### src/rtl/victim_evict_initiator_pkg.sv
`default_nettype none
// ============================================================================
// Module  : victim_evict_initiator_pkg
// Purpose : Shared types for the victim-cache eviction initiator.
// Revision: 1.0
// ============================================================================
package victim_evict_initiator_pkg;

    typedef logic [15:0]  lc3b_word;
    typedef logic [127:0] cache_line;
    typedef logic [11:0]  victim_tag;

    typedef struct packed {
        victim_tag tag;
        cache_line line;
    } evict_entry_t;

    typedef enum logic [1:0] {
        IDLE  = 2'd0,
        WRITE = 2'd1,
        READ  = 2'd2
    } evict_state_t;

    function automatic victim_tag tag_of(input lc3b_word addr);
        return addr[15:4];
    endfunction

endpackage
`default_nettype wire

### src/rtl/victim_evict_initiator_evict_fifo.sv
`default_nettype none
// ============================================================================
// Module  : evict_fifo
// Purpose : Eviction line buffer with head access and youngest-entry tag lookup.
// Revision: 1.0
// ============================================================================
module evict_fifo
    import victim_evict_initiator_pkg::*;
#(
    parameter int DEPTH = 2
) (
    input  logic         clk,
    input  logic         reset,
    input  logic         push_i,
    input  evict_entry_t push_entry_i,
    input  logic         pop_i,
    input  victim_tag    lookup_tag_i,
    output logic         full_o,
    output logic         empty_o,
    output evict_entry_t head_o,
    output logic         match_o,
    output cache_line    match_line_o
);

    localparam int c_ptr_w = $clog2(DEPTH);

    evict_entry_t         mem_q [DEPTH];
    logic [c_ptr_w-1:0]   wr_ptr_q;
    logic [c_ptr_w-1:0]   rd_ptr_q;
    logic [c_ptr_w:0]     count_q;
    logic                 w_push;
    logic                 w_pop;
    logic [c_ptr_w-1:0]   w_idx;

    assign full_o  = (int'(count_q) == DEPTH);
    assign empty_o = (count_q == '0);
    assign head_o  = mem_q[rd_ptr_q];

    // Full is judged before any same-cycle pop, so a push never races the head.
    assign w_push = push_i && !full_o;
    assign w_pop  = pop_i && !empty_o;

    always_ff @(posedge clk) begin
        if (reset) begin
            wr_ptr_q <= '0;
            rd_ptr_q <= '0;
            count_q  <= '0;
        end else begin
            if (w_push) begin
                wr_ptr_q <= wr_ptr_q + 1'b1;
            end
            if (w_pop) begin
                rd_ptr_q <= rd_ptr_q + 1'b1;
            end
            case ({w_push, w_pop})
                2'b10:   count_q <= count_q + 1'b1;
                2'b01:   count_q <= count_q - 1'b1;
                default: count_q <= count_q;
            endcase
        end
    end

    always_ff @(posedge clk) begin
        if (w_push) begin
            mem_q[wr_ptr_q] <= push_entry_i;
        end
    end

    // Walk oldest to youngest so the last hit (youngest) wins.
    always_comb begin
        match_o      = 1'b0;
        match_line_o = '0;
        w_idx        = rd_ptr_q;
        for (int i = 0; i < DEPTH; i++) begin
            w_idx = rd_ptr_q + c_ptr_w'(i);
            if ((i < int'(count_q)) && (mem_q[w_idx].tag == lookup_tag_i)) begin
                match_o      = 1'b1;
                match_line_o = mem_q[w_idx].line;
            end
        end
    end

endmodule
`default_nettype wire

### src/rtl/victim_evict_initiator.sv
`default_nettype none
// ============================================================================
// Module  : victim_evict_initiator
// Purpose : Drains evicted L1 lines to the victim cache and passes L1 misses
//           through; define VICTIM_EVICT_FWD_EN to answer buffered hits locally.
// Revision: 1.0
// ============================================================================
module victim_evict_initiator
    import victim_evict_initiator_pkg::*;
#(
    parameter int DEPTH = 2
) (
    input  logic         clk,
    input  logic         reset,
    input  logic         evict_valid,
    input  logic [15:0]  evict_address,
    input  logic [127:0] evict_line,
    output logic         evict_ready,
    input  logic         l1_read,
    input  logic [15:0]  l1_address,
    output logic [127:0] l1_rdata,
    output logic         l1_resp,
    output logic [15:0]  mem_address,
    output logic [127:0] mem_wdata,
    output logic         mem_read,
    output logic         mem_write,
    input  logic [127:0] mem_rdata,
    input  logic         mem_resp
);

    evict_state_t  state_q, state_d;
    logic          mem_read_q, mem_read_d;
    logic          mem_write_q, mem_write_d;
    lc3b_word      mem_address_q, mem_address_d;
    cache_line     mem_wdata_q, mem_wdata_d;
    logic          l1_resp_q, l1_resp_d;
    cache_line     l1_rdata_q, l1_rdata_d;

    logic          w_full;
    logic          w_empty;
    logic          w_push;
    logic          w_pop;
    evict_entry_t  w_push_entry;
    evict_entry_t  w_head;
    logic          w_match;
    cache_line     w_match_line;
    logic          w_read_req;
    logic          w_fwd_hit;
    logic          w_pass_read;

    assign evict_ready  = !w_full;
    assign w_push       = evict_valid && evict_ready;
    assign w_pop        = (state_q == WRITE) && mem_resp;
    assign w_push_entry = '{tag: tag_of(evict_address), line: evict_line};

    evict_fifo #(
        .DEPTH (DEPTH)
    ) u_fifo (
        .clk          (clk),
        .reset        (reset),
        .push_i       (w_push),
        .push_entry_i (w_push_entry),
        .pop_i        (w_pop),
        .lookup_tag_i (tag_of(l1_address)),
        .full_o       (w_full),
        .empty_o      (w_empty),
        .head_o       (w_head),
        .match_o      (w_match),
        .match_line_o (w_match_line)
    );

    // The request answered last cycle is still asserted; ignore it for one cycle.
    assign w_read_req  = l1_read && !l1_resp_q;
    assign w_pass_read = w_read_req && !w_match;

`ifdef VICTIM_EVICT_FWD_EN
    assign w_fwd_hit = w_read_req && w_match;
    logic w_unused_addr_bits;
    assign w_unused_addr_bits = ^evict_address[3:0];
`else
    // Without forwarding a matching read drains the FIFO until the match clears.
    assign w_fwd_hit = 1'b0;
    logic w_unused_addr_bits;
    assign w_unused_addr_bits = ^{evict_address[3:0], w_match_line};
`endif

    always_ff @(posedge clk) begin
        if (reset) begin
            state_q       <= IDLE;
            mem_read_q    <= 1'b0;
            mem_write_q   <= 1'b0;
            mem_address_q <= '0;
            mem_wdata_q   <= '0;
            l1_resp_q     <= 1'b0;
            l1_rdata_q    <= '0;
        end else begin
            state_q       <= state_d;
            mem_read_q    <= mem_read_d;
            mem_write_q   <= mem_write_d;
            mem_address_q <= mem_address_d;
            mem_wdata_q   <= mem_wdata_d;
            l1_resp_q     <= l1_resp_d;
            l1_rdata_q    <= l1_rdata_d;
        end
    end

    always_comb begin
        state_d = state_q;
        case (state_q)
            IDLE: begin
                if (!l1_resp_q) begin
                    if (w_fwd_hit) begin
                        state_d = IDLE;
                    end else if (w_pass_read) begin
                        state_d = READ;
                    end else if (!w_empty) begin
                        state_d = WRITE;
                    end
                end
            end
            WRITE:   if (mem_resp) state_d = IDLE;
            READ:    if (mem_resp) state_d = IDLE;
            default: state_d = IDLE;
        endcase
    end

    always_comb begin
        mem_read_d    = mem_read_q;
        mem_write_d   = mem_write_q;
        mem_address_d = mem_address_q;
        mem_wdata_d   = mem_wdata_q;
        l1_resp_d     = 1'b0;
        l1_rdata_d    = l1_rdata_q;
        case (state_q)
            IDLE: begin
                if (!l1_resp_q) begin
                    if (w_fwd_hit) begin
                        l1_resp_d  = 1'b1;
                        l1_rdata_d = w_match_line;
                    end else if (w_pass_read) begin
                        mem_read_d    = 1'b1;
                        mem_address_d = l1_address;
                    end else if (!w_empty) begin
                        mem_write_d   = 1'b1;
                        mem_address_d = {w_head.tag, 4'h0};
                        mem_wdata_d   = w_head.line;
                    end
                end
            end
            WRITE: begin
                if (mem_resp) begin
                    mem_write_d = 1'b0;
                end
            end
            READ: begin
                if (mem_resp) begin
                    mem_read_d = 1'b0;
                    l1_resp_d  = 1'b1;
                    l1_rdata_d = mem_rdata;
                end
            end
            default: begin
                mem_read_d  = 1'b0;
                mem_write_d = 1'b0;
            end
        endcase
    end

    assign mem_read    = mem_read_q;
    assign mem_write   = mem_write_q;
    assign mem_address = mem_address_q;
    assign mem_wdata   = mem_wdata_q;
    assign l1_resp     = l1_resp_q;
    assign l1_rdata    = l1_rdata_q;

endmodule
`default_nettype wire

### config.mk
export PLATFORM = sky130hd
export DESIGN_NAME = victim_evict_initiator
export DESIGN_NICKNAME = d
export VERILOG_FILES = /design/src/rtl/victim_evict_initiator_pkg.sv /design/src/rtl/victim_evict_initiator_evict_fifo.sv /design/src/rtl/victim_evict_initiator.sv
export SDC_FILE = /design/constraint.sdc
export NUM_CORES = 1
export LEC_CHECK = 0
export CAP_MARGIN = 20
export CORE_ASPECT_RATIO = 0.9
export CORE_MARGIN = 2
export CORE_UTILIZATION = 50
export DETAILED_ROUTE_END_ITERATION = 6
export PLACE_DENSITY = 0.81
export SLEW_MARGIN = 20
export SYNTH_ARGS = -nofsm -noshare
export SYNTH_HDL_FRONTEND = slang
export SYNTH_HIERARCHICAL = 1
export SYNTH_SLANG_ARGS = --single-unit
export TNS_END_PERCENT = 5
### constraint.sdc
create_clock -name clk -period 9.5 [get_ports clk]
set_input_delay 1.9 -clock clk [delete_from_list [all_inputs] [get_ports clk]]
set_output_delay 1.9 -clock clk [all_outputs]
set_load 0.02 [all_outputs]
# == Word level (Yosys, flattened, before mapping) ==
# Memory sizes are Yosys's and may differ from the RTL's. A register that Yosys moved wholly into a read port is not among the register bits.
# Cells that the tools add are included.
# totals
wordCells,84
out_inout_bits,276
memories,1
inputBits,293
reg_bits,281
ram_bits,280
# mem_list
name,words,word_bits,read_ports,rd_clocked_by_memory_dff,write_ports,line,text
u_fifo.mem_q,2,140,2,1,1,victim_evict_initiator_evict_fifo.sv:27,evict_entry_t mem_q [DEPTH];
# classes
addsub,4
order_cmp,2
reduce_logical,23
bitwise,5
mux,23
n_eq_ne,16
# op_table
op,count
$mux W16,2
$eq A12 B12 Y1,2
$ne A2 B2 Y1 const B,7
$mux W1,13
$logic_and A1 B1 Y1,8
$mux W2,4
$pmux W2 S2,2
$reduce_and A4 Y1,2
$eq A2 B2 Y1 const B,3
$pmux W1 S3,2
$reduce_and A3 Y1,2
$not A1 Y1,5
$reduce_and A5 Y1,1
$eq A2 B1 Y1 const B,2
$logic_not A1 Y1,4
$logic_not A2 Y1,2
$lt A1 B2 Y1 const A,2
$reduce_or A2 Y1,2
$ne A3 B3 Y1 const B,1
$add A1 B1 Y1 const B,2
$add A2 B1 Y2 const B,1
$ne A2 B1 Y1 const B,1
$reduce_and A2 Y1,1
$reduce_bool A2 Y1,1
$sub A2 B1 Y2 const B,1

# == Longest topological paths before layout ==
# An unclocked memory read counts as a cell.
# depth
word_depth,10
depth_mapped,12
mapped_depth_nobuf,9

# == Cells and area by module ==
# Netlist, hierarchy kept.
# modules_own_cells
mod,n_inst,cells_each,area_per_inst_um2,seq_area_each_um2
evict_fifo,1,674,12112.9,8508.2
victim_evict_initiator,1,1223,11071.9,5545.3

# == Worst setup path after synthesis ==
# No wires, ideal clock.
# synth_timing
kind,input port to flip-flop
from,in evict_valid
to,"mem u_fifo/mem_q[0][0] in the netlist's numbering, enable pin"
arrival_ns,7.959
setup_slack_ns,0.900
n_path_buf,0
setup_ns,0.641
path_stages,3
cell_sequence,nor2b_1 nand2b_1 nor2_1
# synth_via
elab_chain_cells,4
# synth_rtl
element,line,text
from (decl),victim_evict_initiator.sv:15,"input logic evict_valid,"
$logic_and A1 B1 Y1,victim_evict_initiator.sv:52,assign w_push = evict_valid && evict_ready;
$logic_and A1 B1 Y1,victim_evict_initiator_evict_fifo.sv:40,assign w_push = push_i && !full_o;
$mux W1,victim_evict_initiator_evict_fifo.sv:64,if (w_push) begin
$mux W1 (not written as such),victim_evict_initiator_evict_fifo.sv:65,mem_q[wr_ptr_q] <= push_entry_i;
to (decl),victim_evict_initiator_evict_fifo.sv:27,
# No other way between the ends.

# == Worst setup path in the final report ==
# layout_timing
from,in l1_address[15]
to,"reg mem_wdata_q[18], in the netlist mem_wdata[18]"
# layout_via
elab_chain_cells,8
# layout_rtl
element,line,text
from (decl),victim_evict_initiator.sv:20,"input logic [15:0] l1_address,"
$eq A12 B12 Y1,victim_evict_initiator_evict_fifo.sv:76,if ((i < int'(count_q)) && (mem_q[w_idx].tag == lookup_tag_i)) begin
$logic_and A1 B1 Y1,victim_evict_initiator_evict_fifo.sv:76,
$mux W1,victim_evict_initiator_evict_fifo.sv:76,
$mux W1 *,victim_evict_initiator_evict_fifo.sv:76,
via w_match,victim_evict_initiator.sv:45,logic w_match;
$logic_not A1 Y1 *,victim_evict_initiator.sv:74,assign w_pass_read = w_read_req && !w_match;
$logic_and A1 B1 Y1 *,victim_evict_initiator.sv:74,
$not A1 Y1 (no source line) *,n/a,
$reduce_and A4 Y1 (no source line) *,n/a,
to (signal assigned),victim_evict_initiator.sv:101,mem_wdata_q <= mem_wdata_d;
to (decl),victim_evict_initiator.sv:35,"cache_line mem_wdata_q, mem_wdata_d;"
# The timed path passes the listed nets; every way through them passes the cells marked *.
# A chain may end at the register's enable or synchronous reset.

==> impl_results.md <==
- Worst-path clk slew: about 0.060 ns
- Hold wc startpoint: l1_rdata[127]
- Top Ports: between 500 and 600
- Multi-input gate area: around 7000 um^2
- GRT overflow: 0
- Worst hold slack: 0.4526 ns
- First DRT Iteration DRCs: 1,061
- Syn nets: about 2,000
- Final ANT Viol Nets: 0
- CP Launch Type: input port
- Slew at the pin closest to its max-slew limit: 1.294 ns
- Share of cells above drive strength 1: 10.68%
- Row cnt: 72
- Yosys warns: 6
- Largest net degree at the start of global routing: 161
- Chip height: between 200 and 250 um
- DP Area: approximately 28,000 um^2
- Post-Syn Instances: between 1,500 and 2,000
- Register Area: 14,060 um^2
- Die width: between 200 and 250 um
- Hold WC Path Type: reg2reg
- Post-cts resize count: 0
- Core outline area: 42,970 um^2
- Filler cells: approximately 3,000
- Setup violators final: 0
- Vias in the first global route: approximately 16,000
- Fmax: roughly 230 MHz
- Per-cell routed wire length: about 21 um
- Most frequent cells in the layout: clkdlybuf4s50_1 (563), dfxtp_1 (281), edfxtp_1 (280)
- Port Buf Inserts: about 560
- Crit path max fanout: approximately 130
- Global-route usage over all layers: between 20% and 30%
- CP Data Required Time: roughly 10 ns
- PwrDens: around 250 nW/um^2
- DRC violation count after routing: 2
- MaxCap Viol Count: 0
- Hold_buf cts: 0
- Design Area, Final: 29,510 um^2
- CTS tree: done
- Slew Viols, Final: 0
- Cell area after synthesis: 21,800 um^2
- Clock Skew: around 0.026 ns
- H-tree depth: 2
- Post-route insts no fill: 2,877
- Slowest library cell on the worst path: buf_12
- Final setup TNS: 0 ns
- Peak supply drop: approximately 0.00019 V
- Most common cell after layout, fill and taps aside: clkdlybuf4s50_1
- RSZ-0062 raised after global routing: false
- Initial antenna violation count: 26
- Worst path cell trace: clkdlybuf4s50_1, xor2_1, nor4_2, nand4_1, nand2_1, nor2b_1, nor3_4, buf_12, mux2i_1
- Final Hold Violating Endpoints: 0
- CP Capture Type: flip-flop
- Vias per inst: ~5.2
- Power Total: 0.007461 W
- First-pass GRT wire length: 88.75 mm
- Failing checks: design-rule violations
- Status: complete, but fails checks
- Setup Buffers After CTS: 0
- Max Root-Sink Buffers: 3
- CTS Buf Count: 54
- Die Area: approximately 45,000 um^2
- Worst EP arrival: between 4 and 5 ns
- R2R setup slack: between 5 and 6 ns
- Post-DP HPWL: ~40 mm
- Via count: 14,940
- Synth-to-Final Area Change: 35.36%
- CP startpoint: l1_address[15]
- Synthesized area per cell: about 13 um^2
- Crit path kind: in2reg
- Fin crit share: a little under half
- Rel. slew slack: between 10 and 15%
- Dpl cells: ~2,800
- Fin nets: ~2,600
- WL final: ~59 mm
- Clk root buf: clkbuf_16
- Pre-antenna DRT Iters: 7
- Post-layout min period: 4.363 ns
- Initial Util: 50.74%
- CP peak stage delay: slightly above 0.5 ns
- Leakage: between 9 and 10 nW
- Clk sinks: approximately 560
- Worst skew pair latency: between 0.6 and 0.7 ns
- Gpl congestion: between 0.8 and 0.9
sequential cells by signal (all words and copies together), names as in the netlist, named ones only:
name / cells
mem_wdata: 128
u_fifo/count_q: 2
l1_resp: 1
u_fifo/mem_q: 280
mem_address: 16
mem_write: 1
mem_read: 1
state_q: 2
l1_rdata: 128
u_fifo/wr_ptr_q: 1
u_fifo/rd_ptr_q: 1
critical path: cells and delay by family:
kind          cells  cell delay (ns)
xor+xnor          1             0.22
buf+inv           2             1.01
simple gates      5             0.98
mux               1             0.29
power breakdown:
part           total, W  internal (W)  switching [W]
Combinational   0.00207      0.000916        0.00115
Clock           0.00208       0.00118       0.000905
Sequential      0.00331       0.00311       0.000199
stage by stage:
step / utilization (%) / setup slack (ns)
6_report: 68.68 / 5.137
5_1_grt: 68.67 / 5.086
4_1_cts: 68.57 / 5.303
3_5_place_dp: 64.57 / 4.710
3_3_place_gp: 64.55 / 4.800
2_1_floorplan: - / 0.8998
layer usage:
metal	share of wire [%]	global-route usage, %	vias to the layer above
li1	-	-	7034
met1	37	28.60	7217
met2	50	43.28	527
met3	8.8	8.373	149
met4	4.4	13.45	10
met5	0.12	0	-
path summary, 6_finish.rpt:
path / end / cells past startpoint
min: l1_rdata[127] / 2
min reg2reg: l1_rdata[127] / 2
max reg2reg: mem_wdata[18] / 9
max: mem_wdata[18] / 9
area by class of cell:
cell class              instances  share of cell area, %
diodes                         19                 0.1611
clock buffers                  78                  5.193
clock inverters                23                 0.6359
inverters                      21                 0.2671
multi-input cells            1042                  24.24
flip-flops and latches        562                  47.63
well taps                     555                  2.353
repair buffers                577                  19.52
No activity file was read; power rests on OpenSTA's default activity.
